### config.mk
export PLATFORM = sky130hd
export DESIGN_NAME = res4b_serial
export DESIGN_NICKNAME = d
export VERILOG_FILES = /design/src/rtl/res4b_serial.sv
export SDC_FILE = /design/constraint.sdc
export NUM_CORES = 1
export LEC_CHECK = 0
export ABC_AREA = 1
export BUFFER_PORTS_ARGS = -buffer_cell sky130_fd_sc_hd__buf_4
export CAP_MARGIN = 20
export CORE_MARGIN = 2
export CORE_UTILIZATION = 40
export CTS_CLUSTER_DIAMETER = 30
export DETAILED_ROUTE_END_ITERATION = 6
export HOLD_SLACK_MARGIN = 0.05
export PLACE_DENSITY = 0.66
export REMOVE_ABC_BUFFERS = 1
export SYNTH_ARGS = -nofsm -noshare
export SYNTH_HDL_FRONTEND = slang
export SYNTH_SLANG_ARGS = --single-unit
### constraint.sdc
create_clock -name clk -period 1.5 [get_ports clk]
set_input_delay 0 -clock clk [delete_from_list [all_inputs] [get_ports clk]]
set_output_delay 0 -clock clk [all_outputs]
set_load 0.02 [all_outputs]
### src/rtl/res4b_serial.sv
// -----------------------------------------------------------------------------
// res4b_serial
//
// Bit-serial subtractor. It computes zi = (xi - yi) mod 2^WIDTH, one bit per
// clock with the LSB first, and raises a borrow-out flag. This is the
// subtracting partner of the ripple-carry adder. Use it where area matters
// more than latency.
//
// Each operation takes these steps:
//   IDLE -> SUB (WIDTH cycles) -> DONE (1 cycle) -> IDLE
// The operands are captured when init is accepted in IDLE. The results zi and
// bo (and ov when it is built in) stay stable until the next operation
// completes.
//
// Optional feature:
//   RES4B_OVF_EN  When defined, this adds the signed-overflow output ov and
//                 the registers that capture the operand MSBs.
//
// Ports:
//   clk   in   rising-edge clock
//   rst   in   synchronous, active-high reset (aborts any operation)
//   init  in   start request, sampled only in IDLE
//   xi    in   minuend, WIDTH bits
//   yi    in   subtrahend, WIDTH bits
//   zi    out  difference, registered
//   bo    out  borrow out (xi < yi unsigned), registered
//   busy  out  high from the cycle after init is accepted until DONE is left
//   ov    out  signed overflow (only with RES4B_OVF_EN)
//   done  out  one-cycle pulse; zi/bo are valid in this cycle
// -----------------------------------------------------------------------------
module res4b_serial #(
    parameter int WIDTH = 4
) (
    input  logic             clk,
    input  logic             rst,
    input  logic             init,
    input  logic [WIDTH-1:0] xi,
    input  logic [WIDTH-1:0] yi,
    output logic [WIDTH-1:0] zi,
    output logic             bo,
    output logic             busy,
`ifdef RES4B_OVF_EN
    output logic             ov,
`endif
    output logic             done
);

    localparam int CW = $clog2(WIDTH) + 1;

    typedef enum logic [1:0] {
        S_IDLE = 2'd0,
        S_SUB  = 2'd1,
        S_DONE = 2'd2
    } state_t;

    state_t           state_reg, state_next;
    logic [WIDTH-1:0] a_reg, a_next;
    logic [WIDTH-1:0] b_reg, b_next;
    logic [WIDTH-1:0] r_reg, r_next;
    logic             br_reg, br_next;
    logic [CW-1:0]    cnt_reg, cnt_next;
    logic [WIDTH-1:0] zi_reg, zi_next;
    logic             bo_reg, bo_next;
`ifdef RES4B_OVF_EN
    logic             xm_reg, xm_next;
    logic             ym_reg, ym_next;
    logic             ov_reg, ov_next;
`endif

    // One full-subtractor bit slice acts on the LSBs of the operand shift
    // registers.
    logic             d_bit;
    logic             br_step;
    logic [WIDTH-1:0] r_shift;
    logic             last_bit;

    assign d_bit    = a_reg[0] ^ b_reg[0] ^ br_reg;
    assign br_step  = (~a_reg[0] & b_reg[0]) | (~(a_reg[0] ^ b_reg[0]) & br_reg);
    assign last_bit = (cnt_reg == CW'(WIDTH - 1));

    // The result register shifts right. The new difference bit enters at the
    // MSB, so after WIDTH shifts the LSB-first bits end up in their natural
    // positions.
    genvar gi;
    generate
        for (gi = 0; gi < WIDTH - 1; gi = gi + 1) begin : g_rshift
            assign r_shift[gi] = r_reg[gi + 1];
        end
    endgenerate
    assign r_shift[WIDTH-1] = d_bit;

    // Next-state and datapath logic
    always_comb begin
        state_next = state_reg;
        a_next     = a_reg;
        b_next     = b_reg;
        r_next     = r_reg;
        br_next    = br_reg;
        cnt_next   = cnt_reg;
        zi_next    = zi_reg;
        bo_next    = bo_reg;
`ifdef RES4B_OVF_EN
        xm_next    = xm_reg;
        ym_next    = ym_reg;
        ov_next    = ov_reg;
`endif

        case (state_reg)
            S_IDLE: begin
                if (init) begin
                    a_next     = xi;
                    b_next     = yi;
                    br_next    = 1'b0;
                    cnt_next   = '0;
                    state_next = S_SUB;
`ifdef RES4B_OVF_EN
                    xm_next    = xi[WIDTH-1];
                    ym_next    = yi[WIDTH-1];
`endif
                end
            end

            S_SUB: begin
                a_next   = {1'b0, a_reg[WIDTH-1:1]};
                b_next   = {1'b0, b_reg[WIDTH-1:1]};
                r_next   = r_shift;
                br_next  = br_step;
                cnt_next = cnt_reg + 1'b1;
                if (last_bit) begin
                    // The outputs are loaded on the edge that enters DONE,
                    // so they are already valid while done is high. Before
                    // that edge they still hold the previous result, so no
                    // partial result is ever visible.
                    zi_next    = r_shift;
                    bo_next    = br_step;
                    state_next = S_DONE;
`ifdef RES4B_OVF_EN
                    ov_next    = (xm_reg ^ ym_reg) & (xm_reg ^ r_shift[WIDTH-1]);
`endif
                end
            end

            S_DONE: begin
                // This always returns through IDLE, so a held init restarts
                // only after one IDLE cycle.
                state_next = S_IDLE;
            end

            default: begin
                state_next = S_IDLE;
            end
        endcase
    end

    // State registers
    always_ff @(posedge clk) begin
        if (rst) begin
            state_reg <= S_IDLE;
            a_reg     <= '0;
            b_reg     <= '0;
            r_reg     <= '0;
            br_reg    <= 1'b0;
            cnt_reg   <= '0;
            zi_reg    <= '0;
            bo_reg    <= 1'b0;
`ifdef RES4B_OVF_EN
            xm_reg    <= 1'b0;
            ym_reg    <= 1'b0;
            ov_reg    <= 1'b0;
`endif
        end else begin
            state_reg <= state_next;
            a_reg     <= a_next;
            b_reg     <= b_next;
            r_reg     <= r_next;
            br_reg    <= br_next;
            cnt_reg   <= cnt_next;
            zi_reg    <= zi_next;
            bo_reg    <= bo_next;
`ifdef RES4B_OVF_EN
            xm_reg    <= xm_next;
            ym_reg    <= ym_next;
            ov_reg    <= ov_next;
`endif
        end
    end

    assign zi   = zi_reg;
    assign bo   = bo_reg;
    assign busy = (state_reg != S_IDLE);
    assign done = (state_reg == S_DONE);
`ifdef RES4B_OVF_EN
    assign ov   = ov_reg;
`endif

endmodule

==> impl_metrics.py <==
metrics = {
    "synth": {
        "synth_compound_area_share_pct": 12.0,
        "synth_edf_count": 0,
        "synth_mux_area_share_pct": 0,
        "yosys.area.top_type": "dfxtp_1",
        "synth_top_family_by_area": "simple AND/OR/NAND/NOR gates",
        "yosysSeqAreaShare_pct": 43.4,
        "ys_ff_latch": 22,
        "syn-cell-area_sq_mm": 0.00101,
        "synth_commonest_cells": "nand2_1, inv_1, dfxtp_1",
        "ys_top_cells_by_area": "dfxtp_1, nand2_1, inv_1, a21oi_1, nor2_1",
        "synth_fa_ha_area_share_pct": 4.44,
        "ys.flop_type": "dfxtp_1",
        "syn_area_per_cell_sq_um": 7.35,
        "syn-instance-count": 138,
        "ys_async_sr_fraction_pct": 0,
        "post-synth-top-count-cell": "nand2_1",
        "synthDominantCellAreaShare_pct": 43.4,
        "synthXorXnorAreaFrac_pct": 0,
        "synth.distinct_cells": 19,
        "yosys_warnings": 0,
        "yosys.area_share.simple_pct": 25.6,
    },
    "detailed_routing": {
        "wire_per_inst_um": 9.94,
        "totalWireLength_mm": 1.94,
        "ant_nets": 0,
        "vias": 870,
        "drt_pass1_iterations": 4,
        "viasPerCell": 4.46,
        "drc_errors": 0,
        "drtIter0Drc": 4,
    },
    "floorplan": {
        "die_h_um": 54.4,
        "die_x_um": 54.4,
        "num_io_pins": 18,
        "rows": 18,
        "initial_utilization_pct": 41.7,
        "coreArea_sq_mm": 0.00243,
        "die_area_sq_mm": 0.00296,
    },
    "final_layout": {
        "drive_gt1_share_pct": 18.2,
        "syn2layout_area_growth_pct": 24.9,
        "final-seq-area_sq_um": 440,
        "multiInputGateArea_sq_um": 427,
        "antenna-diode-count": 0,
        "fillers": 248,
        "final_util_pct": 52.1,
        "fin_nets": 181,
    },
    "hold_path": {
        "hp-class": "input port to flip-flop",
        "min_from": "rst",
        "hold-path-endpoint": "a_reg[3]",
        "min_path_cells": 3,
    },
    "setup_path": {
        "crit_path_max_fanout": 6,
        "timing.rr.end": "zi[1]",
        "cp-end-kind": "output pin",
        "crit_slowest_cell": "dfxtp_1",
        "cp.arrival_ns": 1.29,
        "r2r_cells": 7,
        "crit_top_cell": "buf_4",
        "reg2reg_from": "cnt_reg[0]",
        "crit_type": "flip-flop to output pin",
        "slowest_delay_ns": 0.55,
        "cp_cell_sequence": "buf_4 -> nor2_1 -> buf_4",
        "cp_num_buf_inv": 2,
        "cpLargestDelayFamily": "flip-flops",
        "cp-start-kind": "flip-flop",
        "worstPathRequired_ns": 1.50,
        "ff2ff_setup_slack_ns": 0.22,
    },
    "clock_tree": {
        "cts_resized": 0,
        "numClockSinks": 22,
        "htree_levels": 1,
        "root_buffer": "clkbuf_4",
        "clk_latency_ns": 0.32,
        "clock_path_buffers": 2,
        "tritoncts": "done",
        "cts_made_buffers": 3,
        "path_clk_slew_ns": 0.12,
    },
    "timing": {
        "max_freq_ghz": 0.776,
        "final-setup-viol-count": 0,
        "drv_slew": 0,
        "timing.setup.tns_ns": 0,
        "fin_hold_ws_ns": 0.415,
        "period_needed_ns": 1.29,
        "hold_viol_final": 0,
        "fin_ws_ns": 0.212,
        "fin_skew_ns": 0.00595,
        "period_share_pct": 85.9,
        "tightest_slew_ns": 0.480,
        "rsz0062_at_grt": "false",
        "slew_headroom_pct": 67.9,
    },
    "power_and_ir_drop": {
        "peakVddDrop_uv": 378,
        "p_leak_nw": 0.631,
        "p_int_mw": 0.792,
        "p_sw_share_pct": 27.3,
        "clock_power_share_pct": 25.7,
        "power.sequential.fraction_pct": 58.2,
        "power.density_mw_per_mm2": 860,
        "p_switching_mw": 0.298,
        "pwr-share-comb_pct": 16.1,
    },
    "placement": {
        "dp_slack_ns": 0.208,
        "port_buffers": 17,
        "gp_congestion": 0.743,
        "hpwl_mm": 1.31,
    },
    "grt": {
        "overflow": 0,
        "grt_pass1_vias": 835,
        "grt_max_degree": 20,
        "grt_usage_pct": 16.4,
        "antenna_found_initial": 0,
        "grt_pass1_wl_mm": 3.43,
    },
    "run": {
        "cap_violations": 0,
    },
    "status": {
        "status": "finished clean",
    },
}
==> placed cells by master (no fill, tap or decap) <==
cell	count
clkbuf_4	3
nand2_2	3
nand2_4	2
nand2_1	32
inv_1	26
o21ai_4	1
ha_1	2
o21ai_0	4
dlygate4sd3_1	10
nor2_4	1
buf_4	18
dfxtp_1	22
a21oi_1	13
fa_1	1
nor2_1	14
nor3_1	1
o21ai_1	4
inv_2	2
nand3_1	6
==> layer usage <==
layer | wire length (um) | track usage, % | vias to the layer above | share of wire, %
met5 | 0 | 0 | - | 0
met4 | 57 | 9.17 | 0 | 2.9
met3 | 50 | 3.28 | 5 | 2.6
met2 | 887 | 26.9 | 16 | 46
met1 | 944 | 20.0 | 382 | 49
li1 | - | - | 467 | -
==> final cells by class <==
cell class              count  area share (%)
well taps                  30            2.96
inverters                  28            8.29
clock buffers               3            1.78
multi-input cells          84            33.7
flip-flops and latches     22            34.7
repair buffers             28            18.6
==> power by group through the flow <==
| stage | combinational [mW] | clock [mW] | sequential (mW) |
|---|---|---|---|
| CTS | 0.176 | 0.284 | 0.634 |
| finish | 0.175 | 0.280 | 0.634 |
| global route | 0.206 | 0.303 | 0.639 |
| detailed placement | 0.155 | 0 | 0.647 |
| floorplan | 0.102 | 0 | 0.646 |
| global placement | 0.154 | 0 | 0.646 |
==> kinds of logic after synthesis <==
family                   after synthesis
adder cells (fa/ha/maj)                3
flip-flops                            22
AO/OA/AOI/OAI                         22
AND/OR/NAND/NOR                       59
buffers and inverters                 32
==> what timing repair did <==
action / CTS / global route
endpoints found under the hold margin: 12 / 0
hold buffers: 10 / 0
setup buffers: 0 / 0
==> tightest hold or removal path, delay by kind of cell <==
family	cells	cell delay, ns
compound gates	1	0.04
buf+inv	2	0.66
==> metrics by stage <==
stage / instances / cell area, sq um / power (mW)
2_1_floorplan: 134 / 972 / 0.748
3_3_place_gp: 182 / 1140 / 0.800
3_5_place_dp: 182 / 1140 / 0.802
4_1_cts: 195 / 1270 / 1.09
5_1_grt: 195 / 1270 / 1.15
6_report: 195 / 1270 / 1.09
==> worst max path at each step <==
stage                 startpoint     to  slack, ns  depth (start not counted)
detailed placement    cnt_reg[0]  zi[1]       0.21                          7
global route          cnt_reg[1]  zi[1]       0.12                          7
CTS                   cnt_reg[0]  zi[1]       0.19                          7
finish              state_reg[0]   done       0.21                          3
global placement      cnt_reg[0]     bo       0.27                          7
floorplan             cnt_reg[0]  zi[0]       0.37                          7
Note: power is estimated with default switching activity, not from simulation.
